**src/rtl/clk_converter.sv**
```systemverilog
// clk_converter: divides CLK into clk_out with a (size+1)-cycle half period.
// size is re-sampled every cycle; the >= compare lets a lowered size end the phase at once.
module clk_converter #(
    parameter int WIDTH = 27
) (
    input  logic             CLK,
    input  logic             RESET,
    input  logic [WIDTH-1:0] size,
    output logic             clk_out
);
    logic [WIDTH-1:0] cnt_q = '0;
    logic [WIDTH-1:0] cnt_d;
    logic             clk_out_q = 1'b0;
    logic             clk_out_d;
    logic             wrap;
    always_comb begin
        wrap      = cnt_q >= size;
        cnt_d     = wrap ? '0 : cnt_q + 1'b1;
        clk_out_d = wrap ? ~clk_out_q : clk_out_q;
    end
    always_ff @(posedge CLK) begin
        if (RESET) begin
            cnt_q     <= '0;
            clk_out_q <= 1'b0;
        end else begin
            cnt_q     <= cnt_d;
            clk_out_q <= clk_out_d;
        end
    end
    assign clk_out = clk_out_q;
endmodule

```
**config.mk**
```make
export PLATFORM = sky130hd
export DESIGN_NAME = clk_converter
export DESIGN_NICKNAME = d
export VERILOG_FILES = /design/src/rtl/clk_converter.sv
export SDC_FILE = /design/constraint.sdc
export NUM_CORES = 1
export LEC_CHECK = 0
export CORE_MARGIN = 1.5
export CORE_UTILIZATION = 58
export CTS_CLUSTER_SIZE = 8
export DETAILED_ROUTE_END_ITERATION = 8
export PLACE_DENSITY = 0.9
export SETUP_SLACK_MARGIN = 0.1
export SLEW_MARGIN = 20
export SYNTH_ARGS = -nofsm -noshare
export SYNTH_HDL_FRONTEND = slang
export SYNTH_SLANG_ARGS = --single-unit
export TNS_END_PERCENT = 100
```
**constraint.sdc**
```tcl
create_clock -name CLK -period 4.9 [get_ports CLK]
set_clock_uncertainty 0.05 [all_clocks]
set_input_delay 1.47 -clock CLK [delete_from_list [all_inputs] [get_ports CLK]]
set_output_delay 1.47 -clock CLK [all_outputs]
set_load 0.02 [all_outputs]
```
# Yosys cells after proc, flatten, opt, wreduce, memory -nomap -nowiden
# Cells that the tools add are included.
[totals]
regBits = 28
inputBits = 29
output_inout_bits = 1
word_cells = 6
[op_classes]
n_addsub = 1
n_lt_le_gt_ge = 1
n_bitwise = 1
n_reduce_logical = 1
[ops]
columns = ["cell", "count"]
rows = [
  ["$add A27 B1 Y27 const B", 1],
  ["$ge A27 B27 Y1", 1],
  ["$reduce_or A2 Y1", 1],
  ["$not A1 Y1", 1],
]

# Depth between registers and ports, before layout
# Gate-level depths: netlist of the first run.
[logic_depth]
ltp_word = 2
ltp_mapped = 10
depth_no_buf = 8

# Worst setup path after synthesis of the first run
# OpenSTA, ideal clock, no wires.
[synth_path]
kind = "in2reg"
from = "input size[24]"
to = "register cnt_q[10]"
setup_ps = 64
arrival_ps = 3097
required_ps = 4786
path_slack_ps = 1689
stages = 10
n_path_buf = 2
cell_sequence = "inv_1 > ha_1 > a21o_1 > a21o_1 > a21oi_1 > o2111ai_1 > or3_1 > buf_6 > buf_6 > nor2_1"
[synth_between]
elab_chain_cells = 2
[synth_lines]
columns = ["element", "line_no", "rtl"]
rows = [
  ["start, declared", "8", "input logic [WIDTH-1:0] size,"],
  ["$ge A27 B27 Y1", "17", "wrap = cnt_q >= size;"],
  ["$reduce_or A2 Y1 (no line)", "n/a", ""],
  ["end signal, assigned", "26", "cnt_q <= cnt_d;"],
  ["end, declared", "11", "logic [WIDTH-1:0] cnt_q = '0;"],
]
# No other way between the ends.
# A chain may end at the register's enable or synchronous reset.

# Worst setup path in the final report of the first run
[layout_path]
from = "input size[26]"
to = "register cnt_q[7]"
# The elaborated chain is that of the path after synthesis.

==> results of run 1 <==
-- cell usage in the layout, fill, tap and decap left out --
cell type and n:
nor2_1 36, inv_1 31, clkdlybuf4s50_1 29, ha_1 28
dfxtp_1 28, nand2_1 14, xor2_1 13, xnor2_1 12
nand4_1 10, a21oi_1 10, nand3_1 10, and3_1 7
o21ai_0 5, nor3_1 4, a21o_1 4, clkbuf_4 3
a211oi_1 2, or3_1 2, nor4_4 2, o221ai_1 1
nand2b_1 1, o2111ai_1 1, nand4_4 1, nor2b_1 1
nor3b_1 1
-- per-layer routing --
| metal | GRT usage [%] | share of wire, % | up-vias |
|---|---|---|---|
| met5 | 0 | 0 | - |
| met4 | 11.1 | 2.1 | 0 |
| met3 | 3.68 | 5.2 | 10 |
| met2 | 40.4 | 47 | 39 |
| met1 | 29.3 | 46 | 726 |
| li1 | - | - | 820 |
-- kinds of logic after synthesis --
group	after synthesis	synth area share, %
and+or+nand+nor	89	24.5
AOI/OAI and AO/OA	23	7.33
adders and majority gates	28	18.7
DFF	28	29.8
xor gates and xnor gates	25	11.7
buffers and inverters	34	7.99
-- registers in the layout (all words and copies together), names as in the netlist --
register,count
cnt_q,27
clk_out,1
-- worst max-delay path: cells and delay by family --
kind	cells	cell delay (ps)
AND/OR/NAND/NOR	5	1550
AO/OA/AOI/OAI	1	290
adder cells (fa/ha/maj)	1	290
buffers and inverters	2	510
-- cell type report --
cell class,count,area share (%)
Multi-Input combinational cell,165,52.8
Timing Repair Buffer,29,13.1
Inverter,31,5.26
Clock buffer,3,1.02
Sequential cell,28,25.3
Tap cell,44,2.49
-- power groups by stage --
stage	registers, W	clock network, W	logic [W]
5_1_grt	0.000233	0.000107	0.0000582
3_5_place_dp	0.000238	0	0.0000516
6_report	0.000233	0.0000992	0.0000513
3_3_place_gp	0.000237	0	0.0000500
2_1_floorplan	0.000237	0	0.0000261
4_1_cts	0.000233	0.0000966	0.0000519
-- through the flow --
step | total power (W) | area (µm²) | instances
floorplan | 0.000263 | 1880 | 227
global placement | 0.000287 | 2190 | 297
detailed placement | 0.000289 | 2190 | 297
CTS | 0.000381 | 2210 | 300
global route | 0.000398 | 2210 | 300
finish | 0.000383 | 2210 | 300
-- worst paths after layout --
| check | start | end | slack, ps | cells past startpoint |
|---|---|---|---|---|
| max | size[26] | cnt_q[7]$_SDFF_PP0_ | 940 | 9 |
| min reg2reg | cnt_q[0]$_SDFF_PP0_ | cnt_q[0]$_SDFF_PP0_ | 450 | 1 |
| min | cnt_q[0]$_SDFF_PP0_ | cnt_q[0]$_SDFF_PP0_ | 450 | 1 |
| max reg2reg | cnt_q[24]$_SDFF_PP0_ | cnt_q[7]$_SDFF_PP0_ | 2190 | 7 |
==> out/metrics.yaml, run 1 <==
status: "finished clean"
p_leak_nw: 1.04
pwr-share-clk_pct: 25.9
synth.most_common_cell: "nor2_1"
gr-total-overflow: 0
cts_resized: 0
cp_max_fo: 27
start_util_pct: 61.5
ys_types: 24
required_ps: 5050
final-hold-violation-count: 0
io-pin-count: 30
cp-start-kind: "primary input"
vias: 1595
synth-seq-cells: 28
synthTopCellsByCount: "36 x nor2_1, 31 x inv_1, 28 x dfxtp_1, 28 x ha_1, 14 x nand2_1"
dieHeight_um: 59.9
clock-root-buffer: "clkbuf_4"
drv_slew: 0
die_x_um: 59.9
endpoint_kind: "flop"
totalWireLength_um: 3820
layout.nets: 315
max_freq_ghz: 0.252
powerDensity_mw_per_mm2: 173
synth_top_area_share_pct: 29.8
avgSynthCellArea_um2: 8.27
grt_max_degree: 28
cts_hold_buf: 0
multi_input_area_mm2: 0.00117
cts_max_path_buffers: 2
cts_sinks: 28
setup-tns-final_ps: 0
synthCells: 227
coreArea_mm2: 0.00305
hold_path_class: "reg -> reg"
rsz0062_at_grt: "no"
swShare_pct: 24.5
rows: 20
gr-usage-all-layers_pct: 23.8
dpl_worst_slack_ps: 592
netlist.top_cell.by_area: "dfxtp_1"
power.switching_w: 0.0000940
critPathArrivalTime_ps: 4110
clk_pin_slew_ps: 160
dieArea_mm2: 0.00359
tightest_slew_ps: 908
yosysWarningCount: 0
synth_fp_nets: 284
post_cts_buffers: 0
synthTopCellsByArea: "dfxtp_1 30%, ha_1 19%, nor2_1 7.2%"
tritoncts: "yes"
setup_viol: 0
p_seq_share_pct: 60.7
crit_chain: "clkdlybuf4s50_1 -> inv_1 -> ha_1 -> nand4_1 -> nor3_1 -> nand4_1 -> o2111ai_1 -> or3_1 -> nor2_1"
synth_area_mm2: 0.00188
drt_iter0_markers: 49
layout-drive-gt1-share_pct: 2.34
place_hpwl_um: 3100
slew_headroom_pct: 39.4
numCtsBuffers: 3
place.gp.congestion: 0.807
worstSetupPathType: "in -> reg"
n_fill_cell: 251
firstDrtPassIters: 4
antenna_found_initial: 0
ys.flop_type: "dfxtp_1"
first_global_vias: 1523
ir_worst_vdd_v: 0.000104
antenna_left: 0
async_reset_ff_share_pct: 0
seq_area_frac_synth_pct: 29.8
wl_per_cell_um: 12.7
cts_max_level: 1
final_util_pct: 72.5
grt_pass1_wl_um: 6450
holdWs_ps: 452
insertion_delay_ps: 340
internal_power_w: 0.000289
drcViolationCount: 0
area_delta_synth_final_pct: 17.8
slowest_stage: "or3_1"
maxCapViolCount: 0
regArea_um2: 561
layout_worst_path_cycle_share_pct: 80.9
p_comb_share_pct: 13.4
viasPerCell: 5.32
portBuffers: 29
slowest_delay_ps: 760
synth_edf_count: 0
crit_top_cell: "nand4_1"
layout_min_cycle_time_ps: 3960
setup_ws_ps: 937
num_antenna_cells: 0
No activity file was read; power rests on OpenSTA's default activity.
==> run 2: changes to the inputs <==
--- a/config.mk
+++ b/config.mk
@@ -6,10 +6,10 @@
 export NUM_CORES = 1
 export LEC_CHECK = 0
 export CORE_MARGIN = 1.5
-export CORE_UTILIZATION = 58
+export CORE_UTILIZATION = 48
 export CTS_CLUSTER_SIZE = 8
 export DETAILED_ROUTE_END_ITERATION = 8
-export PLACE_DENSITY = 0.9
+export PLACE_DENSITY = 0.81
 export SETUP_SLACK_MARGIN = 0.1
 export SLEW_MARGIN = 20
 export SYNTH_ARGS = -nofsm -noshare
==> constraint.sdc (replaced) <==
create_clock -name CLK -period 3.5 [get_ports CLK]
set_clock_uncertainty 0.05 [all_clocks]
set_input_delay 1.05 -clock CLK [delete_from_list [all_inputs] [get_ports CLK]]
set_output_delay 1.05 -clock CLK [all_outputs]
set_load 0.02 [all_outputs]
==> out/metrics.yaml, run 2 (synthesis results as in run 1) <==
status: "finished clean"
ir_worst_vdd_v: 0.000132  # +27%
setup_viol: 0  # unchanged
cp_max_fo: 27  # unchanged
drcViolationCount: 0  # unchanged
io-pin-count: 30  # unchanged
r2r_cells: 9  # +2
worstSetupPathType: "in -> reg"
clock-root-buffer: "clkbuf_8"
critPathArrivalTime_ps: 3260  # -850 ps
gr-total-overflow: 0  # unchanged
cts_max_level: 1  # unchanged
antenna_found_initial: 0  # unchanged
layout-drive-gt1-share_pct: 3.47  # +1.1 points
place.gp.congestion: 0.852  # +5.6%
setup-tns-final_ps: 0  # unchanged
regMostFlops: "cnt_q"
internal_power_w: 0.000520  # +80%
holdWs_ps: 428  # -24.1 ps
drv_slew: 0  # unchanged
dieHeight_um: 65.6  # +9.4%
cts_resized: 0  # unchanged
max_freq_ghz: 0.319
area_delta_synth_final_pct: 22.1
power.switching_w: 0.000138  # +47%
portBuffers: 29  # unchanged
cts_max_path_buffers: 2  # unchanged
die_x_um: 65.6  # +9.4%
hold_depth: 1  # unchanged
first_global_vias: 1403  # -7.9%
largest_reg_flops: 27  # unchanged
grt_pass1_wl_um: 5850  # -9.3%
p_comb_share_pct: 11.4  # -2.0 points
tightest_slew_ps: 506  # -402 ps
numCtsBuffers: 3  # unchanged
layout_commonest_cell: "nor2_1"
endpoint_kind: "flop"
antenna_left: 0  # unchanged
insertion_delay_ps: 280  # -60 ps
cts_sinks: 28  # unchanged
grt_max_degree: 28  # unchanged
dieArea_mm2: 0.00430  # +20%
vias: 1586  # -0.56%
totalWireLength_um: 3580  # -6.2%
powerDensity_mw_per_mm2: 287  # +65%
layout_min_cycle_time_ps: 3130
final-hold-violation-count: 0  # unchanged
wl_per_cell_um: 11.7  # -8.3%
p_leak_nw: 1.07  # +3.5%
layout.cells.most_common_list: "36 x nor2_1, 31 x inv_1, 29 x clkdlybuf4s50_1, 28 x ha_1, 28 x dfxtp_1"
post_cts_buffers: 0  # unchanged
slew_headroom_pct: 66.0  # +27 points
num_antenna_cells: 0  # unchanged
firstDrtPassIters: 5  # +1
rows: 22  # +10%
cts_hold_buf: 0  # unchanged
coreArea_mm2: 0.00372  # +22%
layout.nets: 317  # +0.63%
swShare_pct: 21.0  # -3.6 points
clk_pin_slew_ps: 90  # -70 ps
tritoncts: "yes"
place_hpwl_um: 2860  # -7.8%
required_ps: 3620  # -1430 ps
hold_path_class: "reg -> reg"
rsz0062_at_grt: "no"
pwr-share-clk_pct: 39.2  # +13 points
n_fill_cell: 339  # +35%
drt_iter0_markers: 30  # -39%
cp-start-kind: "primary input"
viasPerCell: 5.17  # -2.8%
regArea_um2: 561  # unchanged
p_seq_share_pct: 49.5  # -11 points
start_util_pct: 50.5  # -11 points
maxCapViolCount: 0  # unchanged
gr-usage-all-layers_pct: 17.5  # -6.3 points
multi_input_area_mm2: 0.00117  # unchanged
layout_worst_path_cycle_share_pct: 89.5
==> run 2: changes by cell type in the layout (fill, tap and decap cells not counted), sizes merged <==
cell,previous run,this run
buf,0,2
bufinv,0,1
==> run 2: path summary, 6_finish.rpt <==
kind,slack (ps),to,start
max,370,cnt_q[11]$_SDFF_PP0_,size[26]
min,430,cnt_q[0]$_SDFF_PP0_,cnt_q[0]$_SDFF_PP0_
max reg2reg,1270,cnt_q[11]$_SDFF_PP0_,cnt_q[24]$_SDFF_PP0_
min reg2reg,430,cnt_q[0]$_SDFF_PP0_,cnt_q[0]$_SDFF_PP0_
==> run 2: stage by stage <==
step                setup slack, ps  std cells  instance area [µm²]  total power (W)  util [%]
floorplan                       709        227                 1880         0.000368         -
global placement                105        303                 2220         0.000404      59.8
detailed placement             80.4        303                 2220         0.000407      59.8
CTS                             368        307                 2290         0.000659      61.7
global route                    156        307                 2290         0.000682      61.7
finish                          368        307                 2290         0.000657      61.7
==> run 2: area by class of cell <==
cell class / instances / share of cell area (%)
Clock buffer: 3 / 1.80
Multi-Input combinational cell: 165 / 50.9
Inverter: 31 / 5.07
Tap cell: 48 / 2.62
Timing Repair Buffer: 31 / 13.9
Clock inverter: 1 / 1.31
Sequential cell: 28 / 24.4
==> run 2: worst max-delay path: stages <==
cell and delay, ps:
clkdlybuf4s50_1 460, inv_1 40, ha_1 280, nand4_1 130, nor3_1 230, buf_4 150
nand4_1 170, o2111ai_1 300, or3_1 200, buf_12 180, nor2_1 60
==> run 2: power groups by stage <==
stage | combinational, W | clock, W | sequential, W
after floorplan | 0.0000365 | 0 | 0.000332
after global placement | 0.0000720 | 0 | 0.000332
after detailed placement | 0.0000748 | 0 | 0.000333
after CTS | 0.0000755 | 0.000259 | 0.000325
after global routing | 0.0000845 | 0.000272 | 0.000326
final | 0.0000747 | 0.000257 | 0.000325
==> run 2: layer usage <==
metal  track usage [%]  vias to the layer above  share of wire (%)
li1                  -                      825                  -
met1              21.4                      720                 48
met2              30.9                       35                 46
met3              2.23                        6                4.3
met4              7.03                        0                1.5
met5                 0                        -                  0
==> RTL edit, RTL diff (settings of run 2) <==
Add an input register stage for `size`, without a reset; this delays it by one clock. Comments in the files are not updated.
--- a/src/rtl/clk_converter.sv
+++ b/src/rtl/clk_converter.sv
@@ -8,13 +8,20 @@
     input  logic [WIDTH-1:0] size,
     output logic             clk_out
 );
+
+    logic [WIDTH-1:0] size_q;
+
+    always_ff @(posedge CLK) begin
+        size_q <= size;
+    end
+
     logic [WIDTH-1:0] cnt_q = '0;
     logic [WIDTH-1:0] cnt_d;
     logic             clk_out_q = 1'b0;
     logic             clk_out_d;
     logic             wrap;
     always_comb begin
-        wrap      = cnt_q >= size;
+        wrap      = cnt_q >= size_q;
         cnt_d     = wrap ? '0 : cnt_q + 1'b1;
         clk_out_d = wrap ? ~clk_out_q : clk_out_q;
     end
Behaviour: not the same (Yosys sat finds a counterexample within 4 cycles, from zero or initial values and one cycle with RESET high).
==> RTL edit against run 2 <==
First-iteration DRC count up 140%; cell area up 26%; wire length up 15%; highest routed layer unchanged; area after synthesis up 29%; setup slack better by 0.44 ns; total power up 84%; largest power group unchanged; sequential cell count up 27; critical path depth down 3.
==> RTL edit: results (changes against run 2) <==
- The layout cell share with drive strength beyond 1 was 3.47% (about the same).
- Commonest cells in the netlist: dfxtp_1 (55), nor2_1 (36), inv_1 (31), ha_1 (28), nand2_1 (14)
* Count of cell types in the netlist: 24 (unchanged)
- The H-tree level count is 2 (+1).
- The maximum number of pins on one net before global-route repair is 28 (unchanged).
* Average via count per standard cell: 4.85 (-6.2%)
- The cell family contributing the most delay on the critical path is simple AND/OR/NAND/NOR gates.
* Total clock buffers created by CTS: 5 (+2)
- The highest layer touched by signal routing is met4.
- Slowest library cell on the worst path: or3_1
* Clock Path Buffers: 2 (unchanged)
* Count of fill cells added during filler insertion: 425 (+25%)
- The detailed-placement wirelength estimate was 3100 microns (+8.5%).
* Synthesized Nets: 311 (+9.5%)
* Post-CTS sizing: 0 (unchanged)
- Max_slew headroom: 40.1% (-26 points)
- Sorting the synthesized cells by area gives the leading types as dfxtp_1 (46%), ha_1 (14%), nor2_1 (5.6%).
- The largest voltage drop on the vdd net is 0.421 mV (+220%).
* Post-CTS setup buffer count: 0 (unchanged)
* Via count of the first global-routing pass: 1657 (+18%)
- Cell total after placement: 347 (+15%)
* Met3 wire length: 182 microns (+18%)
- The total global-route track usage was 17.3% (-0.15 points).
* Run status: completed
* Share of synthesized flip-flops with an asynchronous set or reset: 0% (unchanged)
- The mean area per synthesized cell is 9.52 sq um (+15%).
- Ant diodes: 0 (unchanged)
- Sequential element share of the synthesized area: 45.5% (+16 points)
* Iteration count of the initial detailed-routing pass: 4 (-1)
* Critical path peak fanout: 27 (unchanged)
* Root buffer cell: clkbuf_8
- DRC violation total after the first TritonRoute iteration: 71 (+140%)
- The global placer's final weighted congestion came to 0.756 (-11%).
- Clock-pin slew was measured on the worst setup and hold paths at 0.10 ns.
* Max incr delay on CP: 0.77 ns (+0.31 ns)
* Hold depth: 1 (unchanged)
- The Yosys warning count came to 0 (unchanged).
- Number of cells in the finished layout apart from fillers: 355 (+16%)
- Routed metal-1 wirelength: 1910 microns (+11%)
- The sum of met2 wire segment lengths after detailed routing was 1960 microns (+19%).
- Class of the tightest hold or removal check: reg2reg
* Per-cell routed wire length: 11.6 microns (-0.95%)
- The critical path data required time was 3.61 ns (about the same).
- The wire length of the first global-routing pass was 7130 microns (+22%).
- Reg2reg setup slack: 0.80 ns (-0.47 ns)
- The quantity of I/O buffers inserted on ports came to 29 (unchanged).
* Length in cells of the worst reg-to-reg path: 8 (-1)
- The total number of nets in the final design is 344 (+8.5%).
- The initial antenna violation count is 0 (unchanged).
- Static Leakage: 1.32 nW (+23%)
* Worst-Skew Late Latency: 0.31 ns (+0.03 ns)
RTL edit: routing by layer:
| metal | up-vias | GRT usage, % |
|---|---|---|
| li1 | 911 | - |
| met1 | 771 | 21.6 |
| met2 | 35 | 28.4 |
| met3 | 4 | 5.83 |
| met4 | 0 | 5.56 |
| met5 | - | 0 |
RTL edit: kinds of logic (layout without fill, tap and decap cells):
group                    count (synthesis)  count (layout)  synth area share (%)
AND/OR/NAND/NOR                         89              89                  19.0
flip-flops                              55              55                  45.5
buffers and inverters                   34              68                  6.21
adder cells (fa/ha/maj)                 28              28                  14.5
XOR/XNOR                                25              25                  9.05
AO/OA/AOI/OAI                           23              23                  5.69
RTL edit: power by group:
| group | leakage, nW | total [mW] | internal (mW) | switching [mW] |
|---|---|---|---|---|
| logic | 0.797 | 0.0707 | 0.0420 | 0.0287 |
| clock network | 0.0654 | 0.485 | 0.286 | 0.199 |
| registers | 0.454 | 0.653 | 0.645 | 0.00770 |
| total | 1.32 | 1.21 | 0.973 | 0.236 |
RTL edit: worst paths after layout:
path                       start                    to
max           size_q[26]$_DFF_P_  cnt_q[19]$_SDFF_PP0_
min          cnt_q[0]$_SDFF_PP0_   cnt_q[0]$_SDFF_PP0_
max reg2reg   size_q[26]$_DFF_P_  cnt_q[19]$_SDFF_PP0_
min reg2reg  cnt_q[0]$_SDFF_PP0_   cnt_q[0]$_SDFF_PP0_
RTL edit: through the flow:
step	worst slack, ns	utilization [%]	hold slack (ns)	instance area, sq um
after floorplan	1.46	-	0.380	2420
final	0.803	60.4	0.420	2890
after global routing	0.587	60.4	0.465	2890
after CTS	0.816	60.4	0.421	2890
after detailed placement	0.828	57.6	0.398	2760
after global placement	0.944	57.6	0.391	2760
RTL edit: final cells by class:
class,count,area share (%)
clock buffer,6,2.51
timing repair buffer,29,10.0
clock inverter,2,2.08
tap,67,2.90
inverter,31,4.02
multi-input combinational,165,40.4
sequential,55,38.1
